===== config.mk =====
export PLATFORM = sky130hd
export DESIGN_NAME = fr_car_queue_flat
export DESIGN_NICKNAME = d
export VERILOG_FILES = /design/src/rtl/traffic_pkg.sv /design/src/rtl/fr_car_queue_if.sv /design/src/rtl/ts_fifo.sv /design/src/rtl/fr_car_queue.sv /design/src/flat_wrapper.sv
export SDC_FILE = /design/constraint.sdc
export NUM_CORES = 1
export LEC_CHECK = 0
export BUFFER_PORTS_ARGS = -buffer_cell sky130_fd_sc_hd__buf_2
export CAP_MARGIN = 0
export CORE_ASPECT_RATIO = 1.1
export CORE_MARGIN = 3
export CORE_UTILIZATION = 40
export DETAILED_ROUTE_END_ITERATION = 12
export PLACE_DENSITY = 0.56
export RECOVER_POWER = 50
export SYNTH_ARGS = -nofsm -noshare
export SYNTH_HDL_FRONTEND = slang
export SYNTH_SLANG_ARGS = --single-unit

===== constraint.sdc =====
create_clock -name traffic_clk -period 3.8 [get_ports traffic_clk]
set_input_delay 0 -clock traffic_clk [delete_from_list [all_inputs] [get_ports traffic_clk]]
set_output_delay 0 -clock traffic_clk [all_outputs]
set_load 0.1 [all_outputs]

===== src/rtl/traffic_pkg.sv =====
// Shared traffic-light types and default sizing.
// Used by the farm-road queue, release stage and controller.
package traffic_pkg;

  localparam int QUEUE_DEPTH = 15;
  localparam int TS_W        = 8;
  localparam int WAIT_LIMIT  = 20;
  localparam int SERVED_W    = 10;

  typedef logic [4:0]      count_t;
  typedef logic [TS_W-1:0] ts_t;

endpackage


===== src/rtl/fr_car_queue_if.sv =====
// Farm-road queue bundle: arrival/departure events in,
// occupancy, wait and statistics out.
interface fr_car_queue_if #(
  parameter int TS_W     = traffic_pkg::TS_W,
  parameter int SERVED_W = traffic_pkg::SERVED_W
);
  import traffic_pkg::*;

  logic                car_arrive;
  logic                car_depart;
  logic                car_in_queue;
  count_t              car_count;
  logic                queue_full;
  logic [TS_W-1:0]     oldest_wait;
  logic                long_wait;
  logic                overflow;
  logic                underflow;
  logic [SERVED_W-1:0] cars_served;

  modport master (
    output car_arrive,
    output car_depart,
    input  car_in_queue,
    input  car_count,
    input  queue_full,
    input  oldest_wait,
    input  long_wait,
    input  overflow,
    input  underflow,
    input  cars_served
  );

  modport slave (
    input  car_arrive,
    input  car_depart,
    output car_in_queue,
    output car_count,
    output queue_full,
    output oldest_wait,
    output long_wait,
    output overflow,
    output underflow,
    output cars_served
  );

endinterface


===== src/rtl/ts_fifo.sv =====
// Synchronous timestamp FIFO; head word is read combinationally.
// Callers must never push when full without a same-cycle pop.
module ts_fifo #(
  parameter int DEPTH = traffic_pkg::QUEUE_DEPTH,
  parameter int W     = traffic_pkg::TS_W
) (
  input  logic                  traffic_clk,
  input  logic                  reset,
  input  logic                  push,
  input  logic                  pop,
  input  logic [W-1:0]          wdata,
  output logic [W-1:0]          head,
  output traffic_pkg::count_t   count
);
  import traffic_pkg::*;

  localparam int AW = $clog2(DEPTH);

  logic [W-1:0]  mem [DEPTH];
  logic [AW-1:0] wr_ptr;
  logic [AW-1:0] rd_ptr;
  logic [AW-1:0] wr_nxt;
  logic [AW-1:0] rd_nxt;
  count_t        cnt;

  localparam logic [AW-1:0] LAST = AW'(DEPTH - 1);

  always_comb begin
    wr_nxt = wr_ptr + AW'(1);
    rd_nxt = rd_ptr + AW'(1);
    if (wr_ptr == LAST) wr_nxt = '0;
    if (rd_ptr == LAST) rd_nxt = '0;
  end

  always_ff @(posedge traffic_clk) begin
    if (reset) begin
      wr_ptr <= '0;
      rd_ptr <= '0;
      cnt    <= '0;
    end else begin
      if (push) wr_ptr <= wr_nxt;
      if (pop)  rd_ptr <= rd_nxt;
      unique case (1'b1)
        push && !pop: cnt <= cnt + 5'd1;
        pop && !push: cnt <= cnt - 5'd1;
        default:      cnt <= cnt;
      endcase
    end
  end

  // Storage is not reset; only slots behind the pointers are read.
  always_ff @(posedge traffic_clk) begin
    if (push) mem[wr_ptr] <= wdata;
  end

  assign head  = mem[rd_ptr];
  assign count = cnt;

endmodule


===== src/rtl/fr_car_queue.sv =====
// Farm-road vehicle queue: occupancy, head-car wait time,
// long-wait request and served/dropped statistics.
module fr_car_queue #(
  parameter int QUEUE_DEPTH = traffic_pkg::QUEUE_DEPTH,
  parameter int TS_W        = traffic_pkg::TS_W,
  parameter int WAIT_LIMIT  = traffic_pkg::WAIT_LIMIT,
  parameter int SERVED_W    = traffic_pkg::SERVED_W
) (
  input logic           traffic_clk,
  input logic           reset,
  fr_car_queue_if.slave q
);
  import traffic_pkg::*;

  logic [TS_W-1:0]     ts_now;
  logic [TS_W-1:0]     head_ts;
  logic [TS_W-1:0]     wait_v;
  logic [SERVED_W-1:0] served;
  count_t              cnt;
  logic                empty;
  logic                full;
  logic                push;
  logic                pop;
  logic                ovf;
  logic                unf;

  assign empty = (cnt == 5'd0);
  assign full  = (cnt == 5'(QUEUE_DEPTH));

  // A full queue still accepts an arrival when a car leaves.
  assign pop  = q.car_depart && !empty;
  assign push = q.car_arrive && (!full || q.car_depart);

  ts_fifo #(
    .DEPTH (QUEUE_DEPTH),
    .W     (TS_W)
  ) u_fifo (
    .traffic_clk (traffic_clk),
    .reset       (reset),
    .push        (push),
    .pop         (pop),
    .wdata       (ts_now),
    .head        (head_ts),
    .count       (cnt)
  );

  always_ff @(posedge traffic_clk) begin
    if (reset) begin
      ts_now <= '0;
      served <= '0;
      ovf    <= 1'b0;
      unf    <= 1'b0;
    end else begin
      ts_now <= ts_now + TS_W'(1);
      if (pop) served <= served + SERVED_W'(1);
      if (q.car_arrive && full && !q.car_depart)
        ovf <= 1'b1;
      if (q.car_depart && empty)
        unf <= 1'b1;
    end
  end

  assign wait_v = empty ? '0 : (ts_now - head_ts);

  assign q.car_in_queue = !empty;
  assign q.car_count    = cnt;
  assign q.queue_full   = full;
  assign q.oldest_wait  = wait_v;
  assign q.long_wait    = !empty
                       && (32'(wait_v) >= 32'(WAIT_LIMIT));
  assign q.overflow     = ovf;
  assign q.underflow    = unf;
  assign q.cars_served  = served;

endmodule


===== src/flat_wrapper.sv =====
// flat-port wrapper written by rule: the top's interface ports become plain ports
module fr_car_queue_flat import traffic_pkg::*;
#(
  parameter int QUEUE_DEPTH = traffic_pkg::QUEUE_DEPTH,
  parameter int TS_W        = traffic_pkg::TS_W,
  parameter int WAIT_LIMIT  = traffic_pkg::WAIT_LIMIT,
  parameter int SERVED_W    = traffic_pkg::SERVED_W
)
  (traffic_clk, reset, q_car_arrive, q_car_depart, q_car_in_queue, q_car_count, q_queue_full, q_oldest_wait, q_long_wait, q_overflow, q_underflow, q_cars_served);
  fr_car_queue_if #(.TS_W(TS_W), .SERVED_W(SERVED_W)) q_i ();
  input logic traffic_clk;
  input logic reset;
  input wire logic [$bits(q_i.car_arrive)-1:0] q_car_arrive;
  input wire logic [$bits(q_i.car_depart)-1:0] q_car_depart;
  output wire logic [$bits(q_i.car_in_queue)-1:0] q_car_in_queue;
  output wire logic [$bits(q_i.car_count)-1:0] q_car_count;
  output wire logic [$bits(q_i.queue_full)-1:0] q_queue_full;
  output wire logic [$bits(q_i.oldest_wait)-1:0] q_oldest_wait;
  output wire logic [$bits(q_i.long_wait)-1:0] q_long_wait;
  output wire logic [$bits(q_i.overflow)-1:0] q_overflow;
  output wire logic [$bits(q_i.underflow)-1:0] q_underflow;
  output wire logic [$bits(q_i.cars_served)-1:0] q_cars_served;
  assign q_i.car_arrive = q_car_arrive;
  assign q_i.car_depart = q_car_depart;
  assign q_car_in_queue = q_i.car_in_queue;
  assign q_car_count = q_i.car_count;
  assign q_queue_full = q_i.queue_full;
  assign q_oldest_wait = q_i.oldest_wait;
  assign q_long_wait = q_i.long_wait;
  assign q_overflow = q_i.overflow;
  assign q_underflow = q_i.underflow;
  assign q_cars_served = q_i.cars_served;
  fr_car_queue #(.QUEUE_DEPTH(QUEUE_DEPTH), .TS_W(TS_W), .WAIT_LIMIT(WAIT_LIMIT), .SERVED_W(SERVED_W)) u_core (.traffic_clk(traffic_clk), .reset(reset), .q(q_i));
endmodule

==> Yosys cells after proc, flatten, opt, wreduce, memory -nomap -nowiden <==
Memories as Yosys holds them, arrays and structs flattened. A register that Yosys moved wholly into a read port is not among the register bits.
Index checks and enable logic that the tools add are counted.
{ "totals": {"memories": 1, "wordCells": 43, "ramBits": 120, "ff_bits": 33} }
{ "classes": {"n_reduce_logical": 16, "mux": 8, "n_lt_le_gt_ge": 1, "add_sub_neg": 7, "eq_ne": 3} }
{ "memory_table": {"columns": ["memory", "depth", "width", "rd", "rd_clocked_by_memory_dff", "wr", "line", "text"], "rows": [
  ["u_core.u_fifo.mem", 15, 8, 1, 1, 1, "ts_fifo.sv:19", "logic [W-1:0] mem [DEPTH];"]
]} }
{ "ops": {"columns": ["op", "n"], "rows": [
  ["4-bit two-way mux", 4],
  ["10-bit by 1-bit adder with 10-bit output (second input constant)", 1],
  ["5-bit one-hot mux with 2 select lines", 1],
  ["4-bit by 1-bit adder with 4-bit output (second input constant)", 2],
  ["8-bit by 1-bit adder with 8-bit output (second input constant)", 1],
  ["4-bit == test (second input constant)", 2],
  ["8-bit by 5-bit greater-or-equal comparator with 1-bit output (second input constant)", 1],
  ["1-bit logical AND", 8],
  ["8-bit two-way mux", 1],
  ["8-bit subtractor", 1],
  ["5-bit by 1-bit adder with 5-bit output (second input constant)", 1],
  ["5-bit by 4-bit == test with 1-bit output (second input constant)", 1],
  ["1-bit zero test", 5],
  ["5-bit zero test", 1],
  ["5-bit by 1-bit subtractor with 5-bit output (second input constant)", 1],
  ["1-bit two-way mux", 2],
  ["2-bit nonzero test", 1],
  ["1-bit logical OR", 1]
]} }

==> Logic depth before layout (Yosys ltp) <==
Gate-level depths: netlist (run 1).
{ "depth": {"word_depth": 7, "ltp_mapped": 16} }

==> By module <==
From an unflattened synthesis (run 1), not the netlist that was laid out.
{ "hier_totals": {"cells_unflattened": 464, "area_unflattened_um2": 6680.2} }
{ "modules_own_cells": {"columns": ["module", "area_each_um2", "seq_area_each_um2", "cells_each", "instances"], "rows": [
  ["ts_fifo", 5442.7, 3943.8, 320, 1],
  ["fr_car_queue", 1237.4, 400.4, 144, 1]
]} }

==> Worst setup path after synthesis (run 1) <==
OpenSTA, ideal clock, no wires.
{ "synth_timing": {"kind": "reg2out", "from": "reg with a tool-made name", "to": "out q_long_wait", "path_stages_with_launch": 12, "arrival_ps": 5661, "n_path_buf": 2, "path_slack_ps": -1861, "cell_sequence": "dfxtp_1 clkbuf_1 clkbuf_1 mux4_2 mux4_2 inv_1 ha_1 nor2b_1 o31a_1 o21a_1 nor3_1 a2111o_1"} }
{ "synth_rtl": {"columns": ["element", "line", "text"], "rows": [
  ["end, declared", "flat_wrapper.sv:19", "output wire logic [$bits(q_i.long_wait)-1:0] q_long_wait;"]
]} }

==> results of run 1 <==
==> worst max path at each step <==
stage                  end  slack (ns)  cells after the start
6_report       q_long_wait       -0.17                     12
5_1_grt        q_long_wait       -0.28                     12
2_1_floorplan  q_long_wait       -0.27                     11
3_3_place_gp   q_long_wait        0.10                     12
4_1_cts        q_long_wait       -0.16                     12
3_5_place_dp   q_long_wait        0.08                     12
==> worst max-delay path, delay by kind of cell, from the launching register on <==
family | cells | cell delay [ns]
compound gates | 3 | 0.96
xor+xnor | 1 | 0.17
fa+ha+maj | 1 | 0.23
buf+inv | 4 | 0.64
flops | 1 | 0.38
mux | 2 | 1.00
simple gates | 1 | 0.15
==> cell type report <==
| type | count | area (sq um) | area share [%] |
|---|---|---|---|
| Clock buffer | 23 | 499 | 6.25 |
| Timing Repair Buffer | 69 | 553 | 6.92 |
| Multi-Input combinational cell | 250 | 2180 | 27.3 |
| Clock inverter | 9 | 78.8 | 0.986 |
| Tap cell | 200 | 250 | 3.13 |
| Sequential cell | 157 | 4350 | 54.5 |
| Inverter | 20 | 78.8 | 0.986 |
==> cell families after synthesis <==
group / synth area share (%)
adder cells (fa/ha/maj): 3.45
XOR/XNOR: 2.52
flip-flops: 65.9
AND/OR/NAND/NOR: 8.50
buffers and inverters: 2.49
multiplexers: 11.8
AO/OA/AOI/OAI: 5.32
==> registers in the layout, summed over array words and instances, names as in the netlist, named ones only <==
| signal | flops |
|---|---|
| u_core.u_fifo.mem | 120 |
| u_core.q.cars_served | 10 |
| u_core.ts_now | 8 |
| u_core.u_fifo.count | 5 |
| u_core.u_fifo.rd_ptr | 4 |
| u_core.u_fifo.wr_ptr | 4 |
| u_core.q.overflow | 1 |
| u_core.q.underflow | 1 |
==> per-stage QoR <==
stage	hold slack, ns	instance area, sq um	setup TNS, ns	cells
after floorplan	0.141	6640	-0.271	446
after global placement	0.243	7240	0	681
after detailed placement	0.250	7240	0	681
after CTS	0.0892	8000	-0.176	727
after global routing	0.107	7990	-0.438	728
final	0.0836	7990	-0.221	728
==> metal layers <==
layer  global-route usage (%)  up-vias  routed length (microns)
li1                         -     1817                        -
met1                     22.8     1960                     6400
met2                     28.1       92                     7430
met3                     4.28       27                      600
met4                     6.31        0                      282
met5                        0        -                        0
==> synth_stat cells (2+ instances only) <==
cell | instances | area [sq um]
inv_1 | 20 | 75.1
edfxtp_1 | 120 | 3600
nand2_1 | 22 | 82.6
nor2_1 | 43 | 161
and3_1 | 4 | 25.0
mux4_2 | 31 | 698
nand3_1 | 10 | 50.1
xor2_1 | 12 | 105
clkbuf_1 | 12 | 45.0
o211ai_1 | 2 | 15.0
xnor2_1 | 7 | 61.3
nand2b_1 | 2 | 12.5
a21o_1 | 4 | 30.0
nor3_1 | 11 | 55.1
or3_1 | 4 | 25.0
a311oi_1 | 2 | 17.5
buf_2 | 5 | 25.0
a21oi_1 | 23 | 115
fa_1 | 2 | 40.0
o21ai_0 | 17 | 85.1
mux2i_1 | 8 | 80.1
o21a_1 | 2 | 15.0
nor2b_1 | 5 | 31.3
dfxtp_1 | 37 | 741
ha_1 | 15 | 188
nand4_1 | 4 | 25.0
nor3b_1 | 2 | 15.0
and2_1 | 3 | 18.8
==> repair_timing <==
item | in CTS | in global routing
setup endpoints to repair | 2 | 2
gates cloned | 1 | 0
hold endpoints to repair | 3 | 0
buffers inserted | 10 | 1
gates resized for setup | 10 | 8
pin swaps | 1 | 1
hold buffers | 3 | 0
==> power groups by stage <==
stage          Combinational (mW)  Clock (mW)  Sequential (mW)
2_1_floorplan                1.79           0             2.23
3_3_place_gp                 2.60           0             2.01
3_5_place_dp                 2.61           0             2.02
4_1_cts                      2.83        1.68             1.98
5_1_grt                      2.97        1.76             1.99
6_report                     2.82        1.66             1.98
==> metrics.md, run 1 <==
| Metric | Value |
|---|---|
| Antenna-violating nets left | `0` |
| Netlist cell types | `45` |
| R2R depth | `13` |
| CP Cell Sequence | `bufbuf_16, buf_4, mux4_2, mux4_2, inv_2, ha_1, a21o_1, a22oi_1, nand3_2, xor2_2, a2111o_2, buf_12` |
| Syn Inst Count | `446` |
| Final Cycle Share | `104%` |
| Area Growth Syn to Fin | `21.3%` |
| Minimum clock period | `3.97 ns` |
| Initial Util | `41.4%` |
| CTS tree | `done` |
| Int Pwr | `3.89 mW` |
| Vias in the first global route | `4,119` |
| DIE AREA | `18,100 sq um` |
| Setup Skew | `0.0116 ns` |
| Critical path arrival | `3.97 ns` |
| EDFF count, synth | `120` |
| Hold path start | `reset` |
| Final slew viol count | `0` |
| Remaining DRCs | `0` |
| Vias | `3,896` |
| Max_cap viols | `0` |
| CP required | `3.80 ns` |
| Post-DR wirelength/cell | `20.2 microns` |
| Reg2reg start | `u_core.u_fifo.count[1]` |
| Finish-stage setup viols | `2` |
| Fillers | `1,348` |
| Setup WS post-layout | `-0.166 ns` |
| RSZ-0062 raised after global routing | `yes` |
| Asr flop ratio synth | `0%` |
| Mapped Nets | `467` |
| Net Switching | `2.58 mW` |
| DP Worst Slack | `0.0837 ns` |
| Root buffer cell | `clkbuf_16` |
| Hold endpoint | `u_core.u_fifo.count[1]` |
| Switch share | `39.9%` |
| Drt first-iter violations | `255` |
| Crit Path Class | `register to output port` |
| Overflow after GRT | `0` |
| FF-to-FF setup slack | `0.66 ns` |
| Vias per cell | `5.35` |
| Cells on Worst Hold Path | `2` |
| Crit path max fanout | `6` |
| H-Tree Depth | `4` |
| Die Span Y | `141 microns` |
| VDD IR-drop max | `0.663 mV` |
| Critical path's most frequent cell | `mux4_2` |
| Pwr dens | `809 nW/um^2` |
| Total wire length | `14,700 microns` |
| Final total power | `6.47 mW` |
| Hold Crit Class | `primary input to register` |
| Peak Freq | `252 MHz` |
| CP peak stage delay | `0.51 ns` |
| Num CTS Buffers | `17` |
| Most frequent cells in the layout | `edfxtp_1, nor2_1, dfxtp_1` |
| Clock-pin slew on the worst setup and hold paths | `0.06 ns` |
| Worst setup SP type | `register` |
| Failing checks | `setup timing` |
| Most common cell after layout, fill and taps aside | `edfxtp_1` |
| Critical path endpoint category | `output port` |
| Slowest cell on the critical path | `mux4_2` |
| First-pass DRT Iterations | `4` |
| Clk network pwr share | `25.7%` |
| Slew @ Worst Pin | `1.19 ns` |
| Io pins | `32` |
| Status | `finished with violations` |
| Comb pwr share | `43.6%` |
| Sequential fraction of design power | `30.7%` |
| Final Net Count | `536` |
| Final-report hold violation count | `0` |
| Worst slew margin | `21.3%` |
| Skew-Pair Late Insertion Delay | `0.43 ns` |
| Syn Area/Cell | `14.8 sq um` |
| Sink Count | `157` |
| GRT Total Usage | `17.4%` |
| Core Region | `15,900 sq um` |
| Routability Congestion | `0.810` |
| Yosys reg bits | `157` |
| Leakage power | `2.77 nW` |
| Register area share after synthesis | `65.9%` |
| Layout cells sized above 1 | `25.0%` |
| FP Rows | `48` |
| Number of diodes | `0` |
| Netlist Area Pre-Place | `6590 sq um` |
| Largest net degree at the start of global routing | `41` |
| Die width | `128 microns` |
| Reg2reg end | `u_core.u_fifo.count[4]` |
| Port Buffers | `31` |
| Utilization after layout | `50.2%` |
| Clock Path Buffers | `2` |
| Dominant synthesized flop cell | `edfxtp_1` |
| Detail Placement HPWL | `9590 microns` |
| Initial antenna violation count | `0` |
| Ys Warns | `0` |
| First-pass GRT wire length | `23,100 microns` |
Note: power is estimated with default switching activity, not from simulation.
==> run 2, diff against run 1 <==
Settings changed: CORE_UTILIZATION 40 to 50, CTS_CLUSTER_DIAMETER from default to 100, PLACE_DENSITY 0.56 to 0.68.
Clock period 3.8 ns to 3.4 ns, I/O delays scaled along.
==> metrics.md, run 2 (synthesized netlist as in run 1, its figures left out) <==
| Metric | Value |
|---|---|
| Status | `finished with violations` |
| Failing checks | `setup timing` |
| Pwr dens | `920 nW/um^2` |
| DIE AREA | `14,600 sq um` |
| Die Span Y | `126 microns` |
| Clock Path Buffers | `2` |
| Met2 routed WL | `7500 microns` |
| Largest net degree at the start of global routing | `34` |
| Final total power | `7.69 mW` |
| Setup WS post-layout | `-0.589 ns` |
| Max layer used | `met4` |
| Setup Skew | `0.00814 ns` |
| Crit path max fanout | `6` |
| Routability Congestion | `0.826` |
| Met3 wire length | `924 microns` |
| First-pass DRT Iterations | `4` |
| Final-report hold violation count | `0` |
| Clk network pwr share | `24.1%` |
| Finish-stage setup viols | `4` |
| Detail Placement HPWL | `9550 microns` |
| Switch share | `38.9%` |
| Core Region | `12,800 sq um` |
| GRT Total Usage | `21.4%` |
| Worst setup SP type | `register` |
| Max_cap viols | `0` |
| Net Switching | `2.99 mW` |
| VDD IR-drop max | `1.12 mV` |
| Peak Freq | `251 MHz` |
| RSZ-0062 raised after global routing | `yes` |
| Antenna-violating nets left | `0` |
| Most common cell after layout, fill and taps aside | `edfxtp_1` |
| Overflow after GRT | `0` |
| CP Cell Sequence | `buf_12, buf_8, mux4_2, mux4_2, inv_2, ha_4, a21o_1, or4_4, nand3_2, xor2_2, a2111o_2, buf_12` |
| First-pass GRT wire length | `23,100 microns` |
| Hold Crit Class | `primary input to register` |
| Sequential fraction of design power | `29.0%` |
| FP Rows | `43` |
| Largest Register | `u_core.u_fifo.mem` |
| Worst slew margin | `22.6%` |
| Die width | `115 microns` |
| Most frequent cells in the layout | `edfxtp_1, nor2_1, buf_4` |
| Critical path arrival | `3.99 ns` |
| Comb pwr share | `46.9%` |
| Sink Count | `157` |
| DP Worst Slack | `-0.284 ns` |
| FF-to-FF setup slack | `0.38 ns` |
| Clock-pin slew on the worst setup and hold paths | `0.06 ns` |
| Max reg flops | `120` |
| Critical path endpoint category | `output port` |
| Number of diodes | `0` |
| Port Buffers | `31` |
| Total wire length | `14,500 microns` |
| Final Net Count | `560` |
| Final Cycle Share | `117%` |
| CTS tree | `done` |
| Int Pwr | `4.70 mW` |
| Slew @ Worst Pin | `1.17 ns` |
| Vias | `4,036` |
| CP peak stage delay | `0.52 ns` |
| H-Tree Depth | `4` |
| Slowest cell on the critical path | `mux4_2` |
| Post-DR wirelength/cell | `20.5 microns` |
| Num CTS Buffers | `17` |
| Leakage power | `2.91 nW` |
| Area Growth Syn to Fin | `26.8%` |
| Remaining DRCs | `0` |
| Minimum clock period | `3.99 ns` |
| Skew-Pair Late Insertion Delay | `0.42 ns` |
| M1 WL | `5720 microns` |
| CP required | `3.40 ns` |
| Layout cells sized above 1 | `31.5%` |
| Vias in the first global route | `4,195` |
| Vias per cell | `5.69` |
| Final slew viol count | `0` |
| Drt first-iter violations | `322` |
| Crit Path Class | `register to output port` |
| Root buffer cell | `clkbuf_16` |
| Io pins | `32` |
| Initial antenna violation count | `0` |
| Initial Util | `51.7%` |
## run 2: metal layers
metal / GRT usage [%] / up-vias
met5: 0 / -
met1: 27.6 / 2014
met4: 9.12 / 0
met2: 34.7 / 134
li1: - / 1867
met3: 5.15 / 21
## run 2: final timing paths
path                     startpoint                endpoint  cells past startpoint
max                        register             q_long_wait                     12
min                           reset  u_core.u_fifo.count[0]                      2
max reg2reg  u_core.u_fifo.count[3]  u_core.u_fifo.count[4]                     14
min reg2reg      u_core.q.underflow      u_core.q.underflow                      2
## run 2: final cells by class
| cell class | instances | area (sq um) |
|---|---|---|
| Timing Repair Buffer | 93 | 791 |
| Tap cell | 157 | 196 |
| Multi-Input combinational cell | 250 | 2340 |
| Fill cell | 888 | 4390 |
| Inverter | 20 | 78.8 |
| Clock inverter | 10 | 113 |
| Sequential cell | 157 | 4360 |
| Clock buffer | 22 | 474 |
## run 2: worst max-delay path: cells and delay by family (launching register included)
kind	cells	cell delay (ns)
buffers and inverters	4	0.52
muxes	2	1.02
xor gates and xnor gates	1	0.08
adders and majority gates	1	0.19
DFF	1	0.42
and+or+nand+nor	2	0.62
AOI/OAI and AO/OA	2	0.70
## run 2: repair_timing
action / in CTS / in global routing
endpoints found under the setup margin: 6 / 8
hold buffers: 3 / 0
pin swaps: 11 / 15
cloned: 1 / 0
setup buffers: 7 / 4
hold endpoints to repair: 3 / 0
resized for setup: 32 / 23
## run 2: per-stage QoR
step | TNS (ns) | cell area (sq um) | hold WS (ns) | util [%] | std cells
floorplan | -0.373 | 6720 | 0.141 | - | 446
CTS | -1.35 | 8290 | 0.0904 | 65.0 | 707
global placement | -0.256 | 7430 | 0.239 | 58.3 | 664
finish | -1.52 | 8360 | 0.0885 | 65.5 | 709
global route | -2.04 | 8360 | 0.104 | 65.5 | 709
detailed placement | -0.347 | 7430 | 0.249 | 58.3 | 664
## run 2: power groups by stage
stage          combinational (mW)  sequential (mW)  clock [mW]
5_1_grt                      3.80             2.24        1.96
4_1_cts                      3.53             2.23        1.87
6_report                     3.61             2.23        1.85
2_1_floorplan                2.08             2.50           0
3_3_place_gp                 3.20             2.25           0
3_5_place_dp                 3.23             2.26           0
